## src/rtl/j202_wb_pkg.sv

```systemverilog
// Shared Wishbone widths, master FSM state encoding and command payload.
package j202_wb_pkg;

    localparam int unsigned ADR_W = 32;
    localparam int unsigned DAT_W = 32;
    localparam int unsigned SEL_W = 4;

    typedef enum logic [1:0] {
        ST_IDLE = 2'd0,
        ST_BUS  = 2'd1,
        ST_RESP = 2'd2
    } state_e;

    typedef struct packed {
        logic             we;
        logic [ADR_W-1:0] adr;
        logic [DAT_W-1:0] dat;
        logic [SEL_W-1:0] sel;
    } cmd_t;

endpackage

```

## src/rtl/wb_timeout_cnt.sv

```systemverilog
// Bus-cycle watchdog: counts enabled cycles and flags the last allowed one.
module wb_timeout_cnt #(
    parameter int unsigned LIMIT = 255
) (
    input  logic clk,
    input  logic rst,
    input  logic clr,
    input  logic en,
    output logic expire_c
);

    // One extra count of headroom so the increment on the expiring edge cannot wrap.
    localparam int unsigned CNT_W = $clog2(LIMIT + 1);

    logic [CNT_W-1:0] count;

    always_ff @(posedge clk) begin
        if (rst || clr) begin
            count <= '0;
        end else if (en) begin
            count <= count + CNT_W'(1);
        end
    end

    assign expire_c = (count == CNT_W'(LIMIT - 1));

endmodule

```

## src/rtl/wb_cmd_master.sv

```systemverilog
// Single-outstanding command-to-Wishbone-classic master with ack/err/timeout response.
module wb_cmd_master
    import j202_wb_pkg::*;
#(
    parameter int unsigned TIMEOUT_CYCLES = 255
) (
    input  logic             wb_clk_i,
    input  logic             wb_rst_i,
    input  logic             cmd_valid_i,
    output logic             cmd_ready_o,
    input  logic             cmd_we_i,
    input  logic [ADR_W-1:0] cmd_adr_i,
    input  logic [DAT_W-1:0] cmd_dat_i,
    input  logic [SEL_W-1:0] cmd_sel_i,
    output logic             rsp_valid_o,
    input  logic             rsp_ready_i,
    output logic [DAT_W-1:0] rsp_dat_o,
    output logic             rsp_err_o,
    output logic             rsp_tmo_o,
    output logic             wbm_cyc_o,
    output logic             wbm_stb_o,
    output logic             wbm_we_o,
    output logic [SEL_W-1:0] wbm_sel_o,
    output logic [ADR_W-1:0] wbm_adr_o,
    output logic [DAT_W-1:0] wbm_dat_o,
    input  logic             wbm_ack_i,
    input  logic             wbm_err_i,
    input  logic [DAT_W-1:0] wbm_dat_i,
    output logic             busy_o
);

    state_e state;
    cmd_t   cmd_q;
    logic   bus_q;
    logic   accept;
    logic   tmo_en;
    logic   expire_c;

    assign cmd_ready_o = (state == ST_IDLE) && !wb_rst_i;
    assign accept      = cmd_valid_i && cmd_ready_o;

    // cyc and stb share one register so they can never disagree.
    assign wbm_cyc_o = bus_q;
    assign wbm_stb_o = bus_q;
    assign wbm_we_o  = cmd_q.we;
    assign wbm_sel_o = cmd_q.sel;
    assign wbm_adr_o = cmd_q.adr;
    assign wbm_dat_o = cmd_q.dat;

    assign tmo_en = (state == ST_BUS) && bus_q && !wbm_ack_i && !wbm_err_i;

    wb_timeout_cnt #(
        .LIMIT (TIMEOUT_CYCLES)
    ) u_tmo (
        .clk      (wb_clk_i),
        .rst      (wb_rst_i),
        .clr      (accept),
        .en       (tmo_en),
        .expire_c (expire_c)
    );

    always_ff @(posedge wb_clk_i) begin
        if (wb_rst_i) begin
            state       <= ST_IDLE;
            cmd_q       <= '0;
            bus_q       <= 1'b0;
            rsp_valid_o <= 1'b0;
            rsp_dat_o   <= '0;
            rsp_err_o   <= 1'b0;
            rsp_tmo_o   <= 1'b0;
            busy_o      <= 1'b0;
        end else begin
            case (state)
                ST_IDLE: begin
                    if (cmd_valid_i) begin
                        cmd_q  <= '{we: cmd_we_i, adr: cmd_adr_i, dat: cmd_dat_i, sel: cmd_sel_i};
                        state  <= ST_BUS;
                        busy_o <= 1'b1;
                    end
                end
                ST_BUS: begin
                    // First BUS cycle only raises cyc/stb; slave inputs are sampled afterwards.
                    if (!bus_q) begin
                        bus_q <= 1'b1;
                    end else if (wbm_err_i) begin
                        bus_q       <= 1'b0;
                        rsp_valid_o <= 1'b1;
                        rsp_dat_o   <= '0;
                        rsp_err_o   <= 1'b1;
                        rsp_tmo_o   <= 1'b0;
                        state       <= ST_RESP;
                    end else if (wbm_ack_i) begin
                        bus_q       <= 1'b0;
                        rsp_valid_o <= 1'b1;
                        rsp_dat_o   <= cmd_q.we ? '0 : wbm_dat_i;
                        rsp_err_o   <= 1'b0;
                        rsp_tmo_o   <= 1'b0;
                        state       <= ST_RESP;
                    end else if (expire_c) begin
                        bus_q       <= 1'b0;
                        rsp_valid_o <= 1'b1;
                        rsp_dat_o   <= '0;
                        rsp_err_o   <= 1'b1;
                        rsp_tmo_o   <= 1'b1;
                        state       <= ST_RESP;
                    end
                end
                ST_RESP: begin
                    if (rsp_ready_i) begin
                        rsp_valid_o <= 1'b0;
                        busy_o      <= 1'b0;
                        state       <= ST_IDLE;
                    end
                end
                default: begin
                    bus_q       <= 1'b0;
                    rsp_valid_o <= 1'b0;
                    busy_o      <= 1'b0;
                    state       <= ST_IDLE;
                end
            endcase
        end
    end

endmodule

```

## config.mk

```make
export PLATFORM = sky130hd
export DESIGN_NAME = wb_cmd_master
export DESIGN_NICKNAME = d
export VERILOG_FILES = /design/src/rtl/j202_wb_pkg.sv /design/src/rtl/wb_timeout_cnt.sv /design/src/rtl/wb_cmd_master.sv
export SDC_FILE = /design/constraint.sdc
export NUM_CORES = 1
export LEC_CHECK = 0
export CORE_MARGIN = 2
export CORE_UTILIZATION = 45
export CTS_BUF_LIST = sky130_fd_sc_hd__clkbuf_4
export DETAILED_ROUTE_END_ITERATION = 7
export GPL_ROUTABILITY_DRIVEN = 0
export GPL_TIMING_DRIVEN = 0
export PLACE_DENSITY = 0.93
export REMOVE_ABC_BUFFERS = 1
export SLEW_MARGIN = 20
export SYNTH_ARGS = -nofsm -noshare
export SYNTH_HDL_FRONTEND = slang
export SYNTH_HIERARCHICAL = 1
export SYNTH_SLANG_ARGS = --single-unit
```

## constraint.sdc

```tcl
create_clock -name wb_clk_i -period 2.9 [get_ports wb_clk_i]
set_input_delay 0.29 -clock wb_clk_i [delete_from_list [all_inputs] [get_ports wb_clk_i]]
set_output_delay 0.29 -clock wb_clk_i [all_outputs]
set_load 0.1 [all_outputs]
```

# Word-level counts from Yosys, hierarchy flattened

Cells that the tools add are included.

$add $sub $neg: 1
Equal/unequal tests: 7
Muxes and demuxes: 27
Bitwise gates (word level): 2
Reduce and logical (&&, ||, !) cells: 17

Operators with widths:

| operator              | count |
|---|---|
| $mux W32              | 4 |
| $mux W1               | 13 |
| $mux W2               | 6 |
| $add A8 B1 Y8 const B | 1 |
| $eq A8 B8 Y1 const B  | 1 |
| $reduce_and A4 Y1     | 2 |
| $ne A2 B2 Y1 const B  | 3 |
| $pmux W1 S3           | 2 |
| $pmux W2 S3           | 1 |
| $reduce_and A3 Y1     | 2 |
| $logic_and A1 B1 Y1   | 5 |
| $ne A4 B4 Y1 const B  | 1 |
| $logic_not A1 Y1      | 3 |
| $reduce_bool A3 Y1    | 1 |
| $eq A2 B1 Y1 const B  | 1 |
| $eq A2 B2 Y1 const B  | 1 |
| $logic_not A2 Y1      | 1 |
| $not A1 Y1            | 2 |
| $pmux W1 S2           | 1 |
| $reduce_and A2 Y1     | 1 |
| $reduce_or A2 Y1      | 1 |
| $logic_or A1 B1 Y1    | 1 |

Register bits: 116
Bits of input ports: 107
Output and inout bits: 108
Word-level logic and storage cells: 66

# Longest topological paths before layout

Gate-level depths: netlist of the first run.

Depth in word-level cells: 6
Mapped depth: 8
Gate-level depth less buffers: 7

# Modules after synthesis

The synthesis of the first run kept the hierarchy.

Modules (own cells, without submodules):

| module         | instances | cells each | area an instance (um2) | sequential area each (um2) |
|---|---|---|---|---|
| wb_cmd_master  | 1         | 519        | 4082.7                 | 2162.1 |
| wb_timeout_cnt | 1         | 42         | 369.1                  | 160.2 |

# Least setup slack after synthesis of the first run

No wires, ideal clock.

Path kind: input-to-output
From: input wb_rst_i
To: output cmd_ready_o
Arrival: 2.639 ns
Data required time: 2.610 ns
Slack: -0.029 ns
Stages: 3
Path buffers: 2
Cell sequence: buf_2 > buf_2 > nor3_1

Cells in the longest elaborated chain, start to end: 2

RTL lines:

| element             | line                | source |
|---|---|---|
| from (decl)         | wb_cmd_master.sv:8  | `input logic wb_rst_i,` |
| $logic_not A1 Y1    | wb_cmd_master.sv:39 | `assign cmd_ready_o = (state == ST_IDLE) && !wb_rst_i;` |
| $logic_and A1 B1 Y1 | wb_cmd_master.sv:39 |  |
| to (decl)           | wb_cmd_master.sv:10 | `output logic cmd_ready_o,` |

Every way passes these cells.

# Final worst setup path of the first run

From: register state[0]
To: output cmd_ready_o

Cells in the longest elaborated chain, start to end: 2

RTL lines:

| element                | line                | source |
|---|---|---|
| from (decl)            | wb_cmd_master.sv:32 | `state_e state;` |
| from (signal assigned) | wb_cmd_master.sv:64 | `state <= ST_IDLE;` |
| from (signal assigned) | wb_cmd_master.sv:77 | `state <= ST_BUS;` |
| from (signal assigned) | wb_cmd_master.sv:91 | `state <= ST_RESP;` |
| $logic_not A2 Y1       | wb_cmd_master.sv:39 |  |
| $logic_and A1 B1 Y1    | wb_cmd_master.sv:39 |  |

Every way passes these cells.

==> results.toml, run 1 <==
[global_routing]
grt_start_max_net_pins = 70
grt_pass1_vias = 4353
grt-ovfl-total = 0
track_usage_pct = 24.70
antenna_found_initial = 0
grt_pass1_wl_um = 20530

[finish]
area_growth_pct = 57.39
final_nets = 869
final_area_um2 = 7007
final_core_util_pct = 72.35
final_common_cell = "clkdlybuf4s50_1"
final_cell_mix = "clkdlybuf4s50_1, nand2_1, dfxtp_1"
drive_gt1_share_pct = 6.210
antenna_cells = 0

[synth]
synth_compound_area_share_pct = 17.09
synth_top_cell_area_share_pct = 52.16
synthMuxAreaShare_pct = 0
dominantRegCellSynth = "dfxtp_1"
yosys-top-cells-area = "dfxtp_1, nand2_1, a21oi_1, o21ai_0, nor2b_1"
synth_largest_area_cell = "dfxtp_1"
synth_seq_cells = 116
synth_top_family_by_area = "simple AND/OR/NAND/NOR gates"
synthArstFlopShare_pct = 0
yosys.area_share.adder_pct = 0.5621
ys_seq_area_share_pct = 52.16
synthSimpleGateAreaFrac_pct = 24.56
synth_area_um2 = 4452
avgSynthCellArea_um2 = 7.935
yosys_warnings = 6
synth_cells = 561
synth_edf_count = 0
yosys.area_share.xor_xnor_pct = 0.7870
yosysUniqueCellTypes = 36

[setup_path]
crit_slowest_cell = "clkdlybuf4s50_1"
worstPathRequired_ps = 2610
arrival_ps = 2460
worstSetupPathType = "flop to output pin"
endpoint_kind = "output pin"
max_stage_delay_ps = 1210
crit_fanout = 13
path_cells = "nor3_1, clkdlybuf4s50_1"
worstSetupStartpointType = "flop"
crit_buf_inv = 1
cp_top_family = "buffers and inverters"

[sta]
timing.final.crit_share_pct = 94.94
maxSlewHeadroom_pct = 31.97
setup_viol = 0
timing.fmax_mhz = 363.2
drv_slew = 0
hold_viol = 0
whs_ps = 315.4
finalWorstSetupSlack_ps = 146.6
min_period_ps = 2753
tightest_slew_ps = 1017
rsz0062_at_grt = "false"
skew_ps = 18.93

[power]
leakage_nw = 2.503
power_w = 0.004025
powerDensity_nw_per_um2 = 574.5
ir_drop_mv = 0.2716

[clock_tree]
clockRootBuffer = "clkbuf_4"
clk_pin_slew_ps = 110
clk_latency_ps = 510
cts.sinks = 116
numCtsBuffers = 17
clock_path_buffers = 2
cts_hold_buf = 0
cts_tree = "done"
htreeDepth = 4

[routing]
vias = 4564
dr.pass1.iters = 7
drc_errors = 0
drt_iter0_drc = 120
viasPerCell = 5.038
routed_wl_um = 13460
wl_per_cell_um = 14.86
drtAntennaViolNets = 0

[floorplan]
ios = 215
die_y_um = 103.5
rows = 36
initial_utilization_pct = 45.97
core-area_um2 = 9684
dieArea_um2 = 10700
die_width_um = 103.5

[status]
outcome = "complete, no violations"

[placement]
numPortBuffers = 214
place_ws_ps = -494.8
place_area_um2 = 6678
dp_hpwl_um = 9493

[run]
max-cap-violations = 0

[hold_path]
hp-class = "input pin to flop"
==> path summary, 6_finish.rpt <==
| kind | from | end | slack [ps] | cells after the start |
|---|---|---|---|---|
| setup / recovery | state[0] | cmd_ready_o | 150 | 2 |
| hold / removal | wb_rst_i | wbm_dat_o[14] | 320 | 2 |
| setup reg to reg | u_tmo/count[0] | rsp_dat_o[0] | 550 | 7 |
| hold reg to reg | rsp_valid_o | rsp_valid_o | 460 | 2 |
==> routing by layer <==
layer | share of wire, % | global-route usage, % | up-vias
li1 | - | - | 2242
met1 | 38 | 26.58 | 2107
met2 | 51 | 43.47 | 193
met3 | 8.6 | 8.669 | 22
met4 | 1.7 | 11.23 | 0
met5 | 0 | 0 | -
==> Yosys cell counts, drive strengths merged (3+ instances only) <==
| cell type | count |
|---|---|
| nand2 | 177 |
| dfxtp | 116 |
| a21oi | 77 |
| o21ai | 67 |
| nor2b | 33 |
| buf | 27 |
| clkbuf | 17 |
| nor2 | 12 |
| nor3 | 5 |
| nand3 | 3 |
| xor2 | 3 |
==> through the flow <==
stage	std cells	TNS [ps]
after detailed placement	872	-1452
after CTS	905	0
final	906	0
after floorplan	517	-11800
after global placement	864	-153980
after global routing	906	0
==> state kept, by name, indices dropped and copies added (netlist names) <==
signal       cells
busy_o           1
rsp_dat_o       32
rsp_err_o        1
rsp_tmo_o        1
rsp_valid_o      1
state            2
u_tmo/count      8
wbm_adr_o       32
wbm_cyc_o        1
wbm_dat_o       32
wbm_sel_o        4
wbm_we_o         1
==> power by group <==
| group | leakage (nW) | switching (W) | internal [W] |
|---|---|---|---|
| clock network | 0.160 | 0.000595 | 0.000686 |
| registers | 0.946 | 0.0000440 | 0.00166 |
| logic | 1.40 | 0.000724 | 0.000313 |
| total | 2.50 | 0.00136 | 0.00266 |
==> area by class of cell <==
type	instances	area (um2)
Inverter	2	7.507
Tap cell	133	166.4
Sequential cell	116	2322
Timing Repair Buffer	223	2266
Clock buffer	19	142.6
Multi-Input combinational cell	400	1938
Fill cell	690	2678
Clock inverter	13	163.9
==> cells by family (layout without fill, tap and decap cells) <==
| group | count (synthesis) | count (layout) |
|---|---|---|
| AO/OA/AOI/OAI | 149 | 149 |
| XOR/XNOR | 4 | 4 |
| adder cells (fa/ha/maj) | 2 | 2 |
| buffers and inverters | 46 | 257 |
| flip-flops | 116 | 116 |
| AND/OR/NAND/NOR | 244 | 245 |
==> timing repair <==
item                                    4_1_cts  5_1_grt
buffers inserted                              0        1
endpoints found under the setup margin        6        1
endpoints found under the hold margin         0        0
gates resized for setup                       1        0
pin swaps                                     1        1
gates cloned                                  1        0
Power figures use the tool's default switching activity.
==> run 2: changes to the inputs <==
- ABC_CLOCK_PERIOD_IN_PS: not set -> 2900
==> results of run 2 <==
Same layout as run 1: the final DEF is identical, and so are final timing and power.
==> run 3: changes to the inputs <==
- CORE_ASPECT_RATIO: not set -> 0.9
- TNS_END_PERCENT: not set -> 100
==> run 3 against run 2 <==
Effect of this change: combinational power hardly changed; cell area is 0.79% lower; die area hardly changed; first-iteration DRC count grew to 2.6 times the previous value; total power is 3.8% lower; clock skew is 0.76 ps lower; hold slack worse by 10 ps; via count is 0.24% lower.
==> results.toml, run 3 (synthesized netlist as in run 1, its figures left out) <==
[setup_path]
max_stage_delay_ps = 1180
crit_slowest_cell = "clkdlybuf4s50_1"
arrival_ps = 2370
worstSetupStartpointType = "flop"
path_cells = "nor3_1, clkdlybuf4s50_1"
r2r_cells = 5
worstPathRequired_ps = 2610
worstSetupPathType = "flop to output pin"
endpoint_kind = "output pin"
crit_fanout = 11

[run]
max-cap-violations = 0

[power]
powerDensity_nw_per_um2 = 557.3
ir_drop_mv = 0.2984
leakage_nw = 2.483

[routing]
drt_iter0_drc = 310
dr.pass1.iters = 5
drc_errors = 0
drtAntennaViolNets = 0
wl_per_cell_um = 14.83
viasPerCell = 5.070
vias = 4553
routed_wl_um = 13310

[finish]
antenna_cells = 0
drive_gt1_share_pct = 6.606
regArea_um2 = 2322
area_growth_pct = 56.16
final_area_um2 = 6952
final_common_cell = "clkdlybuf4s50_1"
multi_input_area_um2 = 1944
final_cell_mix = "clkdlybuf4s50_1, nand2_1, dfxtp_1"
final_core_util_pct = 71.99
num-fill-cells = 704
final_nets = 868

[floorplan]
ios = 215
rows = 34
initial_utilization_pct = 46.10
die_width_um = 108.8
dieArea_um2 = 10710
die_y_um = 98.36
core-area_um2 = 9657

[sta]
min_period_ps = 2660
maxSlewHeadroom_pct = 31.05
tightest_slew_ps = 1031
timing.final.crit_share_pct = 91.72
rsz0062_at_grt = "false"
timing.fmax_mhz = 376.0
skew_ps = 18.17
totalNegativeSetupSlack_ps = 0
finalWorstSetupSlack_ps = 240.2
hold_viol = 0
setup_viol = 0
drv_slew = 0

[clock_tree]
numCtsBuffers = 17
clock_path_buffers = 2
cts_tree = "done"
cts.sinks = 116
cts_setup_buffers = 0
cts_hold_buf = 0
clockRootBuffer = "clkbuf_4"
clk_pin_slew_ps = 110
htreeDepth = 4
clk_latency_ps = 490

[placement]
numPortBuffers = 214
place_area_um2 = 6658
dp_hpwl_um = 9297
place_ws_ps = -532.2

[global_routing]
met2_usage_pct = 42.84
grt_use_met1_pct = 27.82
gr-usage-met3_pct = 10.35
grt_pass1_wl_um = 21140
grt_pass1_vias = 4384
grt_start_max_net_pins = 59
grt-ovfl-total = 0
gr-max-usage-layer = "met2"
antenna_found_initial = 0
track_usage_pct = 24.93

[hold_path]
holdPathStages = 2
hp-class = "input pin to flop"

[status]
outcome = "complete, no violations"
## run 3: cell count changes in the layout (fill, tap and decap cells not counted), moves of 2 or more
cell | previous run | this run
clkinv_1 | 5 | 1
clkinv_4 | 0 | 2
clkinv_2 | 2 | 5
bufinv_16 | 4 | 2
## run 3: worst paths after layout
check,from,to,slack (ps)
min,wb_rst_i,wbm_dat_o[28],310
max reg2reg,state[0],u_tmo/count[7],250
max,state[1],cmd_ready_o,240
min reg2reg,wbm_adr_o[6],wbm_adr_o[6],460
## run 3: area by class of cell
| type | count | share of cell area, % |
|---|---|---|
| clock buffer | 18 | 1.944 |
| clock inverter | 14 | 1.980 |
| inverter | 2 | 0.1080 |
| multi-input combinational | 400 | 27.97 |
| sequential | 116 | 33.41 |
| tap | 126 | 2.268 |
| timing repair buffer | 222 | 32.33 |
## run 3: critical path, delay by kind of cell, from the launching register on
| family | cells | cell delay [ps] |
|---|---|---|
| buf+inv | 1 | 1180 |
| flops | 1 | 450 |
| simple gates | 1 | 240 |
## run 3: where the power goes
group          switching, W  leakage, nW  internal [W]
Combinational      0.000723         1.39      0.000310
Sequential        0.0000443        0.946       0.00166
Clock              0.000619        0.145      0.000515
Total               0.00139         2.48       0.00249
## run 3: metrics by stage
stage | hold WS, ps | instances | total power (W)
after CTS | 248.3 | 898 | 0.003907
after floorplan | 359.1 | 517 | 0.002388
final | 305.0 | 898 | 0.003874
after global placement | 441.6 | 857 | 0.002734
after global routing | 257.9 | 898 | 0.004040
after detailed placement | 445.3 | 865 | 0.002770
## run 3: timing repair
| action | CTS | global route |
|---|---|---|
| hold endpoints to repair | 0 | 0 |
| endpoints found under the setup margin | 6 | 2 |
| pin swaps | 1 | 0 |
| gates resized for setup | 1 | 1 |
| gates cloned | 1 | 0 |
## run 3: per-layer routing
metal	part of all wire [%]	vias up	routed length, um
met2	49	191	6498
met4	1.3	0	175
li1	-	2237	-
met3	10	15	1395
met5	0	-	0
met1	39	2110	5244
